$ cat config.mk
export PLATFORM = sky130hd
export DESIGN_NAME = mips_bridge_n
export DESIGN_NICKNAME = d
export VERILOG_FILES = /design/src/rtl/mips_bridge_n.sv
export SDC_FILE = /design/constraint.sdc
export NUM_CORES = 1
export LEC_CHECK = 0
export CAP_MARGIN = 5
export CORE_ASPECT_RATIO = 0.75
export CORE_MARGIN = 5
export CORE_UTILIZATION = 37
export DETAILED_ROUTE_END_ITERATION = 10
export HOLD_SLACK_MARGIN = 0.12
export PLACE_DENSITY = 0.81
export SLEW_MARGIN = 20
export SYNTH_ARGS = -nofsm -noshare
export SYNTH_HDL_FRONTEND = slang
export SYNTH_SLANG_ARGS = --single-unit
export TNS_END_PERCENT = 10
$ cat constraint.sdc
create_clock -name clk -period 3.7 [get_ports clk]
set_input_delay 0.74 -clock clk [delete_from_list [all_inputs] [get_ports clk]]
set_output_delay 0.74 -clock clk [all_outputs]
set_load 0.01 [all_outputs]
$ cat src/rtl/mips_bridge_n.sv
// System bridge between the MIPS data port, data memory and NUM_DEV device slots.
// Device accesses stall the CPU until the slot acknowledges or the timeout expires.
module mips_bridge_n #(
  parameter int unsigned NUM_DEV  = 2,
  parameter logic [31:0] DM_LIMIT = 32'h0000_3000,
  parameter logic [31:0] DEV_BASE = 32'h0000_7F00,
  parameter logic [31:0] DEV_SPAN = 32'h10,
  parameter int unsigned TIMEOUT  = 15
) (
  input  logic                    clk,
  input  logic                    reset,
  input  logic [31:0]             cpu_addr,
  input  logic [31:0]             cpu_wdata,
  input  logic [3:0]              cpu_byteen,
  input  logic                    cpu_re,
  output logic [31:0]             cpu_rdata,
  output logic                    cpu_stall,
  output logic                    cpu_err,
  output logic [31:0]             m_data_addr,
  output logic [31:0]             m_data_wdata,
  output logic [3:0]              m_data_byteen,
  input  logic [31:0]             m_data_rdata,
  output logic [31:0]             dev_addr,
  output logic [31:0]             dev_wdata,
  output logic [NUM_DEV-1:0]      dev_we,
  output logic [NUM_DEV-1:0]      dev_re,
  input  logic [32*NUM_DEV-1:0]   dev_rdata,
  input  logic [NUM_DEV-1:0]      dev_ready,
  input  logic [NUM_DEV-1:0]      dev_irq,
  output logic [NUM_DEV-1:0]      hw_int
);

  localparam int unsigned SPAN_SH = $clog2(DEV_SPAN);
  localparam int unsigned SEL_W   = (NUM_DEV > 1) ? $clog2(NUM_DEV) : 1;
  localparam int unsigned CNT_W   = (TIMEOUT > 1) ? $clog2(TIMEOUT) : 1;
  localparam logic [CNT_W-1:0] CNT_LAST = CNT_W'(TIMEOUT - 1);

  typedef enum logic [1:0] {IDLE, WAIT, RESP, ERR} state_t;

  state_t             state, state_next;
  logic [31:0]        lat_addr, lat_wdata, rdata_q;
  logic [SEL_W-1:0]   lat_sel, dec_sel;
  logic               lat_we;
  logic [CNT_W-1:0]   cnt;
  logic               start, capture, cnt_inc;

  logic [31:0]        dev_off, slot_idx;
  logic               is_store, req, dm_hit, dev_hit, dev_legal;
  logic [31:0]        slot_rdata [NUM_DEV];
  logic               sel_ready;
  logic [NUM_DEV-1:0] sel_mask;

  // Address decode: data memory has priority over the device window
  always_comb begin
    is_store  = |cpu_byteen;
    req       = cpu_re | is_store;
    dm_hit    = cpu_addr < DM_LIMIT;
    dev_off   = cpu_addr - DEV_BASE;
    slot_idx  = dev_off >> SPAN_SH;
    dev_hit   = !dm_hit && (cpu_addr >= DEV_BASE) && (slot_idx < 32'(NUM_DEV));
    dec_sel   = slot_idx[SEL_W-1:0];
    dev_legal = dev_hit && (!is_store || cpu_byteen == 4'b1111);
  end

  always_comb begin
    for (int unsigned i = 0; i < NUM_DEV; i++) begin
      slot_rdata[i] = dev_rdata[32*i +: 32];
    end
    sel_ready = dev_ready[lat_sel];
    sel_mask  = NUM_DEV'(1) << lat_sel;
  end

  always_comb begin
    state_next    = state;
    cpu_stall     = 1'b0;
    cpu_err       = 1'b0;
    cpu_rdata     = '0;
    m_data_byteen = '0;
    dev_we        = '0;
    dev_re        = '0;
    start         = 1'b0;
    capture       = 1'b0;
    cnt_inc       = 1'b0;
    unique case (state)
      IDLE: begin
        if (dm_hit) begin
          m_data_byteen = cpu_byteen;
          cpu_rdata     = m_data_rdata;
        end else if (req) begin
          if (dev_legal) begin
            cpu_stall  = 1'b1;
            start      = 1'b1;
            state_next = WAIT;
          end else begin
            cpu_err = 1'b1;
          end
        end
      end
      WAIT: begin
        cpu_stall = 1'b1;
        if (lat_we) dev_we = sel_mask;
        else        dev_re = sel_mask;
        if (sel_ready) begin
          capture    = 1'b1;
          state_next = RESP;
        end else if (cnt == CNT_LAST) begin
          state_next = ERR;
        end else begin
          cnt_inc = 1'b1;
        end
      end
      RESP: begin
        cpu_rdata  = rdata_q;
        state_next = IDLE;
      end
      ERR: begin
        cpu_err    = 1'b1;
        state_next = IDLE;
      end
      default: state_next = IDLE;
    endcase
  end

  always_ff @(posedge clk) begin
    if (reset) begin
      state     <= IDLE;
      cnt       <= '0;
      rdata_q   <= '0;
      hw_int    <= '0;
      lat_addr  <= '0;
      lat_wdata <= '0;
      lat_sel   <= '0;
      lat_we    <= 1'b0;
    end else begin
      state  <= state_next;
      hw_int <= dev_irq;
      if (start) begin
        lat_addr  <= cpu_addr;
        lat_wdata <= cpu_wdata;
        lat_sel   <= dec_sel;
        lat_we    <= is_store;
        cnt       <= '0;
      end else if (cnt_inc) begin
        cnt <= cnt + 1'b1;
      end
      if (capture) rdata_q <= lat_we ? '0 : slot_rdata[lat_sel];
    end
  end

  assign m_data_addr  = cpu_addr;
  assign m_data_wdata = cpu_wdata;
  assign dev_addr     = lat_addr;
  assign dev_wdata    = lat_wdata;

endmodule

==> metrics.md <==
| Metric | Value |
|---|---|
| Crit path kind | `input port to primary output` |
| R2R Setup Slk | `1.51 ns` |
| Endpoint class of the critical path | `primary output` |
| Port Buffers | `around 340` |
| DR vias/cell | `5.12` |
| Headroom to the max-slew limit | `0.420` |
| Hold slack final | `0.444 ns` |
| Gpl congestion | `0.824` |
| Arrival @ worst endpoint | `2.89 ns` |
| Vias post-DR | `5644` |
| Worst hold path startpoint | `dev_addr[10]` |
| Startpoint Class | `input port` |
| Worst R2R Start | `dev_addr[4]` |
| Setup tns final | `0 ns` |
| R2R Path End | `rdata_q[19]` |
| I/O pin cnt | `343` |
| Routed Wire Length | `19900 um` |
| Post-route cell area | `9080 um2` |
| Hpwl dp | `15000 um` |
| Main area contributors after synthesis | `dfxtp_1, buf_4, a21oi_1, mux2i_1, a22o_1` |
| Routed length per instance | `18.0 um` |
| DP Area | `8750 um2` |
| Top-count cell post-synth | `dfxtp_1` |
| HP Class | `flip-flop to flip-flop` |
| Worst-margin pin slew | `0.869 ns` |
| FF/Latch Area | `around 2100 um2` |
| Worst path max stage delay | `0.43 ns` |
| Die W | `150 um` |
| Status | `completed` |
| DRC violation count after routing | `0` |
| Worst skew pair latency | `0.34 ns` |
| Net count reported at finish | `1075` |
| Vias in the first global route | `5401` |
| Chip Height | `roughly 120 um` |
| P per Cell Area | `roughly 270 nW/um2` |
| Multi-input gate area | `2610 um2` |
| Core footprint | `14500 um2` |
| Largest net degree at the start of global routing | `slightly above 80` |
| Clock sink total | `~110` |
| Synth cell types | `44` |
| Total CTS buffers | `9` |
| Yosys warns | `0` |
| Max H-tree Level | `3` |
| Crit-path max FO | `16` |
| Final hold vios | `0` |
| Setup violations, final | `0` |
| PnR worst setup slack | `0.0731 ns` |
| Fin. max-slew vios | `0` |
| Antenna violations before repair | `0` |
| Pre-Repair DR Iteration Count | `6` |
| Hold Path End | `dev_addr[10]` |
| Sequential fraction of the synthesis area | `0.385` |
| Hold Buf Count CTS | `0` |
| CP Data Required Time | `roughly 3.0 ns` |
| Post-Syn Area | `between 5000 and 6000 um2` |
| Seq cells post-synth | `105` |
| RSZ-0062 raised after global routing | `false` |
| Async S/R FF share, synth | `0` |
| Die area | `about 17000 um2` |
| Antenna-violating nets left | `0` |
| Synth top area share | `0.385` |
| Area growth syn-to-layout | `66.4%` |
| Synth cell count leaders | `dfxtp_1, a21oi_1, buf_4` |
| Syn nets | `806` |
| Fin cells | `1103` |
| CTS tree | `done` |
| Top achievable clock speed | `roughly 280 MHz` |
| EDFF count, synth | `0` |
| Max clock buf depth | `2` |
| Iter 0 DRT Violations | `402` |
| Syn avg cell area | `just under 9 um2` |
| Root Buffer | `clkbuf_16` |
| VDD IR max | `0.229 mV` |
| Worst hold path depth | `2` |
| Leakage Power | `0.00318 uW` |
| N_diodes | `0` |
| Synth Flop Type | `dfxtp_1` |
| Worst r2r path cells | `6` |
| Final worst path period share | `0.980` |
| Cells after synthesis | `629` |
| Clk_skew | `0.00816 ns` |
| Synth area leader | `dfxtp_1` |
| Number of fill cells | `about 1200` |
| Dpl cells | `around 1100` |
| Crit-path slowest cell | `clkdlybuf4s50_1` |
| Clock slew at reported path FFs | `0.07 ns` |
| Max cap viols | `0` |
| First-pass GRT wire length | `29500 um` |
| Initial Util | `0.378` |
| Share of cells above drive strength 1 | `0.109` |
| Tmin final | `3.63 ns` |
| Grt ovf | `0` |
| Setup repair bufs after CTS | `0` |
| Crit-path cells | `clkdlybuf4s50_1 -> or4_4 -> or3_4 -> nor2_4 -> and2_4 -> buf_12 -> a22o_1 -> dlygate4sd2_1` |
| Global Route Usage Sum | `0.215` |
| Std-Cell Rows | `38` |
| Placement Setup Slack | `-0.413 ns` |
-- repair_timing --
action                                  in CTS  in global routing
resized for setup                          102                  0
hold endpoints to repair                     0                  0
endpoints found under the setup margin      38                  0
-- layout make-up --
cell class,instances,share of cell area
clock buffer,11,0.0267
inverter,11,0.00455
tap,200,0.0276
sequential,105,0.232
clock inverter,5,0.00510
multi-input combinational,388,0.287
timing repair buffer,383,0.417
-- per-stage QoR --
step / utilization / power (uW)
floorplan: - / 1290
global placement: 0.605 / 1540
detailed placement: 0.605 / 1540
CTS: 0.628 / 2470
global route: 0.628 / 2560
finish: 0.628 / 2440
-- sequential cells by signal (all words and copies together) (netlist names) --
register and cells:
hw_int 2, state 2, cnt 4, dev_addr 32, lat_we 1, rdata_q 32
dev_wdata 32
-- worst max-delay path by stage --
stage | startpoint | endpoint | slack (ns) | depth (start not counted)
after floorplan | cpu_addr[18] | cpu_err | 0.35 | 8
after global placement | cpu_addr[19] | cpu_rdata[13] | -0.34 | 8
after detailed placement | cpu_addr[18] | cpu_rdata[10] | -0.41 | 8
after CTS | cpu_addr[21] | cpu_rdata[3] | 0.07 | 8
after global routing | cpu_addr[21] | cpu_rdata[12] | 0.02 | 8
final | cpu_addr[21] | cpu_rdata[31] | 0.07 | 8
-- critical path: cells and delay by family --
| family | cells | cell delay [ns] |
|---|---|---|
| buf+inv | 3 | 0.85 |
| simple gates | 4 | 1.14 |
| compound gates | 1 | 0.14 |
-- where the power goes --
part	internal, uW	switching [uW]
registers	1130	0.218
clock network	488	441
logic	248	135
total	1870	576
-- metal layers --
metal  global-route usage  vias to the layer above  share of wire
met5                    0                        -              0
met3               0.0670                       21          0.084
met1                0.270                     2614           0.42
met2                0.366                      222           0.48
met4               0.0475                        0          0.015
li1                     -                     2787              -
-- layout by cell type (no fill, tap or decap), types with 3 or more instances in the layout --
cell type	synthesis	layout
dfxtp_1	105	104
clkdlybuf4s50_1	0	300
a31oi_1	3	3
a21oi_1	79	79
inv_1	11	11
nor3b_1	21	21
o31ai_1	37	37
a211oi_1	3	3
nor3_1	38	38
nand2_1	4	4
nand2b_1	4	3
nand4_1	42	42
clkdlybuf4s15_2	0	24
and3_1	7	7
nor4_1	4	3
nor2_1	39	37
o21ai_1	3	3
a22o_1	32	32
mux2i_1	34	34
xor2_1	3	3
ha_1	6	6
clkbuf_16	0	9
buf_4	67	38
buf_12	0	3
nand3_1	3	3
dlygate4sd2_1	0	14
-- kinds of logic after synthesis --
logic type | share of synthesized area
flip-flops | 0.385
AND/OR/NAND/NOR | 0.182
XOR/XNOR | 0.0126
AO/OA/AOI/OAI | 0.198
multiplexers | 0.0624
buffers and inverters | 0.146
adder cells (fa/ha/maj) | 0.0138
No activity file was read; power rests on OpenSTA's default activity.
